$ cat src/rtl/uart_tx_arbiter.sv
// uart_tx_arbiter: round-robin sharing of one UART transmitter among N_REQ
// byte sources. Grants one byte per handshake, waits for the frame to
// finish (or a watchdog to expire), then holds an inter-frame gap.
module uart_tx_arbiter #(
  parameter int N_REQ       = 4,
  parameter int DATA_W      = 8,
  parameter int GAP_CYC     = 2,
  parameter int TIMEOUT_CYC = 1024
) (
  input  logic                    clk_i,
  input  logic                    rst_ni,
  input  logic [N_REQ-1:0]        req_i,
  input  logic [N_REQ*DATA_W-1:0] data_i,
  output logic [N_REQ-1:0]        ack_o,
  output logic                    tx_start_o,
  output logic [DATA_W-1:0]       tx_data_o,
  input  logic                    tx_busy_i,
  input  logic                    tx_done_i,
  output logic [N_REQ-1:0]        grant_o,
  output logic                    err_o
);

  localparam int PW = (N_REQ > 1) ? $clog2(N_REQ) : 1;

  typedef enum logic [1:0] {IDLE, START, WAIT, GAP} state_e;

  state_e              state_q;
  logic [PW-1:0]       ptr_q;
  logic [15:0]         cnt_q;   // watchdog in WAIT, gap timer in GAP
  logic [N_REQ-1:0]    ack_q;
  logic                tx_start_q;
  logic [DATA_W-1:0]   tx_data_q;
  logic [N_REQ-1:0]    grant_q;
  logic                err_q;

  // First pending request at or after ptr, wrapping. Scanned backwards so
  // the closest one to ptr is the last (winning) assignment.
  function automatic logic [PW:0] rr_pick(input logic [N_REQ-1:0] req,
                                          input logic [PW-1:0]    ptr);
    logic [PW:0] r;
    int          idx;
    r = '0;
    for (int i = N_REQ - 1; i >= 0; i--) begin
      idx = (int'(ptr) + i) % N_REQ;
      if (req[idx]) r = {1'b1, idx[PW-1:0]};
    end
    return r;
  endfunction

  logic [PW:0]      pick;
  logic             pick_vld;
  logic [PW-1:0]    win;
  logic [N_REQ-1:0] win_oh;
  logic [PW-1:0]    ptr_d;
  logic [31:0]      cnt_inc;
  logic             wd_hit;
  logic             gap_last;

  // Arbitration result and timer compares
  always_comb begin
    pick     = rr_pick(req_i, ptr_q);
    pick_vld = pick[PW];
    win      = pick[PW-1:0];
    win_oh   = N_REQ'(1) << win;
    ptr_d    = (win == PW'(N_REQ - 1)) ? '0 : win + 1'b1;
    cnt_inc  = 32'(cnt_q) + 32'd1;
    wd_hit   = (TIMEOUT_CYC != 0) && (cnt_inc == 32'(TIMEOUT_CYC));
    gap_last = (cnt_inc >= 32'(GAP_CYC));
  end

  // Sequencer FSM with registered outputs
  always_ff @(posedge clk_i or negedge rst_ni) begin
    if (!rst_ni) begin
      state_q    <= IDLE;
      ptr_q      <= '0;
      cnt_q      <= '0;
      ack_q      <= '0;
      tx_start_q <= 1'b0;
      tx_data_q  <= '0;
      grant_q    <= '0;
      err_q      <= 1'b0;
    end else begin
      ack_q      <= '0;
      tx_start_q <= 1'b0;
      err_q      <= 1'b0;
      case (state_q)
        IDLE: begin
          if (pick_vld && !tx_busy_i) begin
            state_q    <= START;
            tx_start_q <= 1'b1;
            ack_q      <= win_oh;
            grant_q    <= win_oh;
            tx_data_q  <= data_i[int'(win)*DATA_W +: DATA_W];
            ptr_q      <= ptr_d;
          end
        end
        START: begin
          cnt_q   <= '0;
          state_q <= WAIT;
        end
        WAIT: begin
          // done takes precedence over a watchdog expiry in the same cycle
          if (tx_done_i || wd_hit) begin
            err_q   <= !tx_done_i;
            grant_q <= '0;
            cnt_q   <= '0;
            state_q <= (GAP_CYC == 0) ? IDLE : GAP;
          end else begin
            cnt_q <= cnt_q + 16'd1;
          end
        end
        GAP: begin
          if (gap_last) state_q <= IDLE;
          else          cnt_q   <= cnt_q + 16'd1;
        end
        default: state_q <= IDLE;
      endcase
    end
  end

  assign ack_o      = ack_q;
  assign tx_start_o = tx_start_q;
  assign tx_data_o  = tx_data_q;
  assign grant_o    = grant_q;
  assign err_o      = err_q;

endmodule

$ cat config.mk
export PLATFORM = sky130hd
export DESIGN_NAME = uart_tx_arbiter
export DESIGN_NICKNAME = d
export VERILOG_FILES = /design/src/rtl/uart_tx_arbiter.sv
export SDC_FILE = /design/constraint.sdc
export NUM_CORES = 1
export LEC_CHECK = 0
export ABC_AREA = 1
export CORE_MARGIN = 2
export CORE_UTILIZATION = 50
export DETAILED_ROUTE_END_ITERATION = 16
export PLACE_DENSITY_LB_ADDON = 0.3
export SETUP_SLACK_MARGIN = 0.2
export SYNTH_ARGS = -nofsm -noshare
export SYNTH_HDL_FRONTEND = slang
export SYNTH_SLANG_ARGS = --single-unit
$ cat constraint.sdc
create_clock -name clk_i -period 2.66 [get_ports clk_i]
set_input_delay 0.399 -clock clk_i [delete_from_list [all_inputs] [get_ports clk_i]]
set_output_delay 0.399 -clock clk_i [all_outputs]
set_load 0.01 [all_outputs]
Yosys cells after proc, flatten, opt, wreduce, memory -nomap -nowiden:

Cells that the tools add are included.

* word-level logic and storage cells: 79
* register bits: 38
* input port bits: 40
* output and inout port bits: 18

* shifts and indexed selects: 2
* reductions and logical operators: 14
* $add $sub $neg: 6
* order comparisons: 5
* mux-type cells: 32
* bitwise logic cells: 3
* eq/ne operators: 9

Operator list (number)
* $pmux 16 s3: 1
* $mux 16: 2
* $shiftx 32x6->8: 1
* $add 16x1->17 const B: 1
* $eq 17x11->1 const B: 1
* $ge 17x2->1 const B: 1
* $add 16x1->16 const B: 1
* $mux 4: 4
* $lt 3x4->1 const B: 3
* $mux 3: 4
* $mux 1: 11
* $bmux 1 s2: 4
* $mux 2: 4
* $ne 2x2->1 const B: 4
* $pmux 2 s4: 1
* $pmux 4 s2: 1
* $eq 2x2->1 const B: 3
* $reduce_and 3->1: 2
* $reduce_or 2->1: 3
* $add 2x1->2 const B: 2
* $add 2x2->2 const B: 2
* $reduce_and 2->1: 2
* $shl 1x2->4 const A: 1
* $and 1x1->1 const A: 3
* 8 further kinds: 9

Logic depth before layout (Yosys ltp):

* depth after elaboration: 13
* mapped depth: 15
* gate-level depth less buffers: 14

Worst setup path after synthesis:

No wires, ideal clock.

* path type: reg-to-reg
* start point: reg ptr_q[0]
* end point: reg ptr_q[1]
* path slack: 0.587 ns
* arrival time: 1.990 ns
* data required time: 2.577 ns
* period minus slack after synthesis: 2.073 ns
* library setup time: 0.083 ns
* cell stages (with the launch flop): 13
* buffers on the path: 2
* cells stage by stage: dfrtp_1 -> buf_2 -> o21ai_0 -> inv_1 -> o21ai_0 -> inv_1 -> nand2_1 -> nand2_2 -> nand2_2 -> buf_4 -> inv_1 -> ha_1 -> o21ai_0

* word-level cells in the longest chain between the ends: 10
* elaborated cells between the ends (all ways): 23
* those cells by class: 4 x add/sub; 1 x eq/ne; 16 x mux; 2 x reduce/logical

RTL lines
* from (decl): RTL line 28 `logic [PW-1:0] ptr_q;`
* from (signal assigned): RTL line 94 `ptr_q <= ptr_d;`
* $add 2x2->2: RTL line 44 `idx = (int'(ptr) + i) % N_REQ;`
* $bmux 1 s2: RTL line 45 `if (req[idx]) r = {1'b1, idx[PW-1:0]};`
* $mux 1 (not written as such) (2 in a row): RTL line 45
* $mux 3 (3 in a row): RTL line 45
* $mux 3 (*): RTL line 45
* $add 2x1->2, or another cell as far along: RTL line 65 `ptr_d = (win == PW'(N_REQ - 1)) ? '0 : win + 1'b1;`
* $mux 2 or $reduce_and 2->1 (tied branches)

Mark *: on every way between the ends. The rest lies on a longest branch, timed or not. The select of a mux whose other input is x is not followed.
A chain may end at the register's enable or synchronous reset.

Worst setup path in the final report:

* start point: reg cnt_q[1]
* end point: reg cnt_q[6]

* word-level cells in the longest chain between the ends: 5
* elaborated cells between the ends (all ways): 10
* those cells by class: 2 x add/sub; 1 x order compare; 2 x eq/ne; 3 x mux; 2 x reduce/logical

RTL lines
* from (decl): RTL line 29 `logic [15:0] cnt_q;`
* from (signal assigned): RTL line 109 `cnt_q <= cnt_q + 16'd1;`
* from (signal assigned): RTL line 114 `else cnt_q <= cnt_q + 16'd1;`
* branches (longest 5 deep; another with $add 16x1->17)

Several ways; the timed one is not identified. The select of a mux whose other input is x is not followed.

==> out/metrics.yaml <==
placed_design:
  port_buffers: 57
  gp_congestion: 0.893
  dp.cells: 568
  hpwl_um: 5220
  place_ws_ps: 292
timing:
  final.min_clock_period_ps: 2250
  setup_viol_count_final: 0
  rsz0062_at_grt: "false"
  worst_pin_slew_ps: 817
  whs_ps: 187
  drv_slew: 0
  slew_headroom_pct: 45.5
  fin_ws_ps: 415
  fin_crit_sh_pct: 84.4
  skew_ps: 7.05
  clock.fmax_ghz: 0.445
  hold_viol_final: 0
  tns_ps: 0
yosys:
  synth_edf_count: 0
  syn_nets: 492
  ys.flop_type: "dfrtp_1"
  yosys.cell_types.count: 31
  ys_top_cells_by_area: "dfrtp_1 (33%), nand2_1 (21%), nand3_1 (10%), inv_1 (8.6%), ha_1 (4.3%)"
  syn_area_mm2: 0.00292
  synthArstFlopShare_pct: 100
  yosys.cell_count.top_type: "nand2_1"
  ys_ff_latch: 38
  synth_top_area_share_pct: 32.6
  ys_seq_area_share_pct: 32.6
  yosysTopAreaCell: "dfrtp_1"
  syn_area_per_cell_um2: 6.61
  synthTopCellsByCount: "nand2_1 (164), inv_1 (67), nand3_1 (59), dfrtp_1 (38), nor2_1 (23)"
  synth_cells: 442
  ys_warn_count: 0
detailed_routing:
  via_per_inst: 4.99
  num_vias: 2881
  drtIter0Drc: 128
  wl_per_cell_um: 11.7
  drt_pass1_iterations: 5
  antenna_left: 0
  drcViolationCount: 0
  wirelength_um: 6760
grt:
  grt_use_met2_pct: 41.2
  grt_pass1_wl_um: 11300
  antenna_found_initial: 0
  use_met1_pct: 25.5
  grt_max_degree: 39
  grt_pass1_vias: 2659
  grt_usage_pct: 22.3
  met3_usage_pct: 3.93
  grt_remaining_overflow: 0
  top_usage_layer: "met2"
clock_network:
  clk_path_buf_depth: 2
  htreeDepth: 2
  path_clk_slew_ps: 80
  root_buffer: "clkbuf_8"
  cts_tree: "yes"
  cts_buffers: 5
  clock_latency_ps: 300
  cts_num_sinks: 38
hold_path:
  hp-class: "primary input to asynchronous set/reset pin"
finish:
  antennaDiodeCount: 0
  drive_gt1_share_pct: 9.50
  area_growth_pct: 26.6
  fill_cells: 487
  nets: 554
  final_cells: 577
  final_core_util_pct: 66.3
flow_run:
  drv_cap: 0
critical_path:
  path_delay_family: "simple AND/OR/NAND/NOR gates"
  worstPathRequired_ps: 2850
  crit_slowest_cell: "dfrtp_1"
  path_buf_inv: 0
  worst_setup_path_start_kind: "register"
  r2r_slack_ps: 410
  cp-endpoint: "cnt_q[6]$_DFFE_PN0P_"
  reg2reg_depth: 13
  r2r-end: "cnt_q[6]$_DFFE_PN0P_"
  worstReg2RegStart: "cnt_q[1]$_DFFE_PN0P_"
  cp.arrival_ps: 2430
  path_depth: 13
  critical_path.cell_chain: "ha_1 -> nand2_2 -> nor2_8 -> nand3_1 -> nand2_2 -> nand2_1 -> nor2_1 -> nand2_1 -> nor2_4 -> nand2_4 -> a21o_4 -> nand2_1 -> nand2_1"
  worstPathMaxFanout: 16
  crit_type: "register to register"
  crit_path_end_kind: "register"
  critPathMaxStageDelay_ps: 440
  cp_common_cell: "nand2_1"
  crit_start: "cnt_q[1]$_DFFE_PN0P_"
floorplanning:
  core_mm2: 0.00557
  ios: 58
  die_w_um: 80.4
  start_util_pct: 52.4
  die_h_um: 80.4
  rows: 27
  die_area_mm2: 0.00647
power_and_ir_drop:
  comb_power_share_pct: 62.7
  p_clk_share_pct: 13.3
  peakVddDrop_uv: 638
  sw_frac_of_total_pct: 46.5
  p_switching_w: 0.00164
  power_frac_seq_pct: 24.0
  internal_power_w: 0.00190
  power.density_mw_per_mm2: 958
  leakage_nw: 1.96
run_status:
  status: "completed"
placed cells by master, fill, tap and decap left out, drive strengths merged:
cell type	n
and3	1
ha	10
inv	68
o21bai	2
nand3b	8
nand3	61
o211ai	1
nand2	178
dfrtp	38
nand4	11
a21o	1
clkbuf	8
buf	8
clkdlybuf4s50	56
nor2	33
o21ai	13
or2	1
xnor2	1
xor2	3
nor3	1
a21boi	1
a21oi	1
worst reg2reg max path, cell delays in order, from the launching register on:
cell     delay (ps)
dfrtp_1         440
ha_1            250
nand2_2         120
nor2_8          180
nand3_1         110
nand2_2         120
nand2_1          70
nor2_1          100
nand2_1         100
nor2_4          140
nand2_4          80
a21o_4          280
nand2_1          90
nand2_1          60
logic make-up after synthesis:
family / Yosys count / share of synthesized area, %
simple gates: 294 / 46.7
buf+inv: 77 / 10.8
flops: 38 / 32.6
compound gates: 19 / 4.46
fa+ha+maj: 10 / 4.28
xor+xnor: 4 / 1.20
worst min-delay path by stage:
stage | slack (ps) | to | from | cells past startpoint
floorplan | 100 | ack_o[0]$_DFF_PN0_ | rst_ni | 0
global placement | 460 | tx_data_o[7]$_DFFE_PN0P_ | tx_data_o[7]$_DFFE_PN0P_ | 2
detailed placement | 470 | grant_o[1]$_DFFE_PN0P_ | grant_o[1]$_DFFE_PN0P_ | 2
CTS | 230 | cnt_q[10]$_DFFE_PN0P_ | rst_ni | 1
global route | 270 | cnt_q[5]$_DFFE_PN0P_ | rst_ni | 1
finish | 190 | cnt_q[14]$_DFFE_PN0P_ | rst_ni | 1
area by class of cell:
type | count | area [µm²] | share of cell area [%]
tap | 72 | 90.1 | 2.44
inverter | 68 | 255 | 6.91
timing repair buffer | 64 | 631 | 17.1
sequential | 38 | 951 | 25.7
clock buffer | 8 | 110 | 2.98
multi-input combinational | 327 | 1660 | 44.9
registers in the layout, summed over array words and instances (netlist names):
| signal | flops |
|---|---|
| state_q | 2 |
| tx_data_o | 8 |
| tx_start_o | 1 |
| ptr_q | 2 |
| ack_o | 4 |
| cnt_q | 16 |
| grant_o | 4 |
| err_o | 1 |
power groups by stage:
stage               Clock, W  Sequential (W)  Combinational (W)
floorplan                  0        0.000859            0.00153
global placement           0        0.000852            0.00211
detailed placement         0        0.000858            0.00216
CTS                 0.000475        0.000850            0.00218
global route        0.000497        0.000869            0.00251
finish              0.000470        0.000850            0.00222
repair_timing:
action / 4_1_cts / 5_1_grt
endpoints found under the setup margin: 0 / 16
buffers inserted: 0 / 1
hold buffers: 0 / 0
resized for setup: 0 / 1
metrics by stage:
stage,cell area [µm²],power (W)
2_1_floorplan,2920,0.00238
3_3_place_gp,3560,0.00296
3_5_place_dp,3560,0.00302
4_1_cts,3670,0.00351
5_1_grt,3700,0.00388
6_report,3700,0.00354
routing by layer:
metal,vias to the layer above,part of all wire [%]
met2,87,51
met1,1280,43
met5,-,0
met3,11,4.7
li1,1503,-
met4,0,1.7
Power figures use the tool's default switching activity.
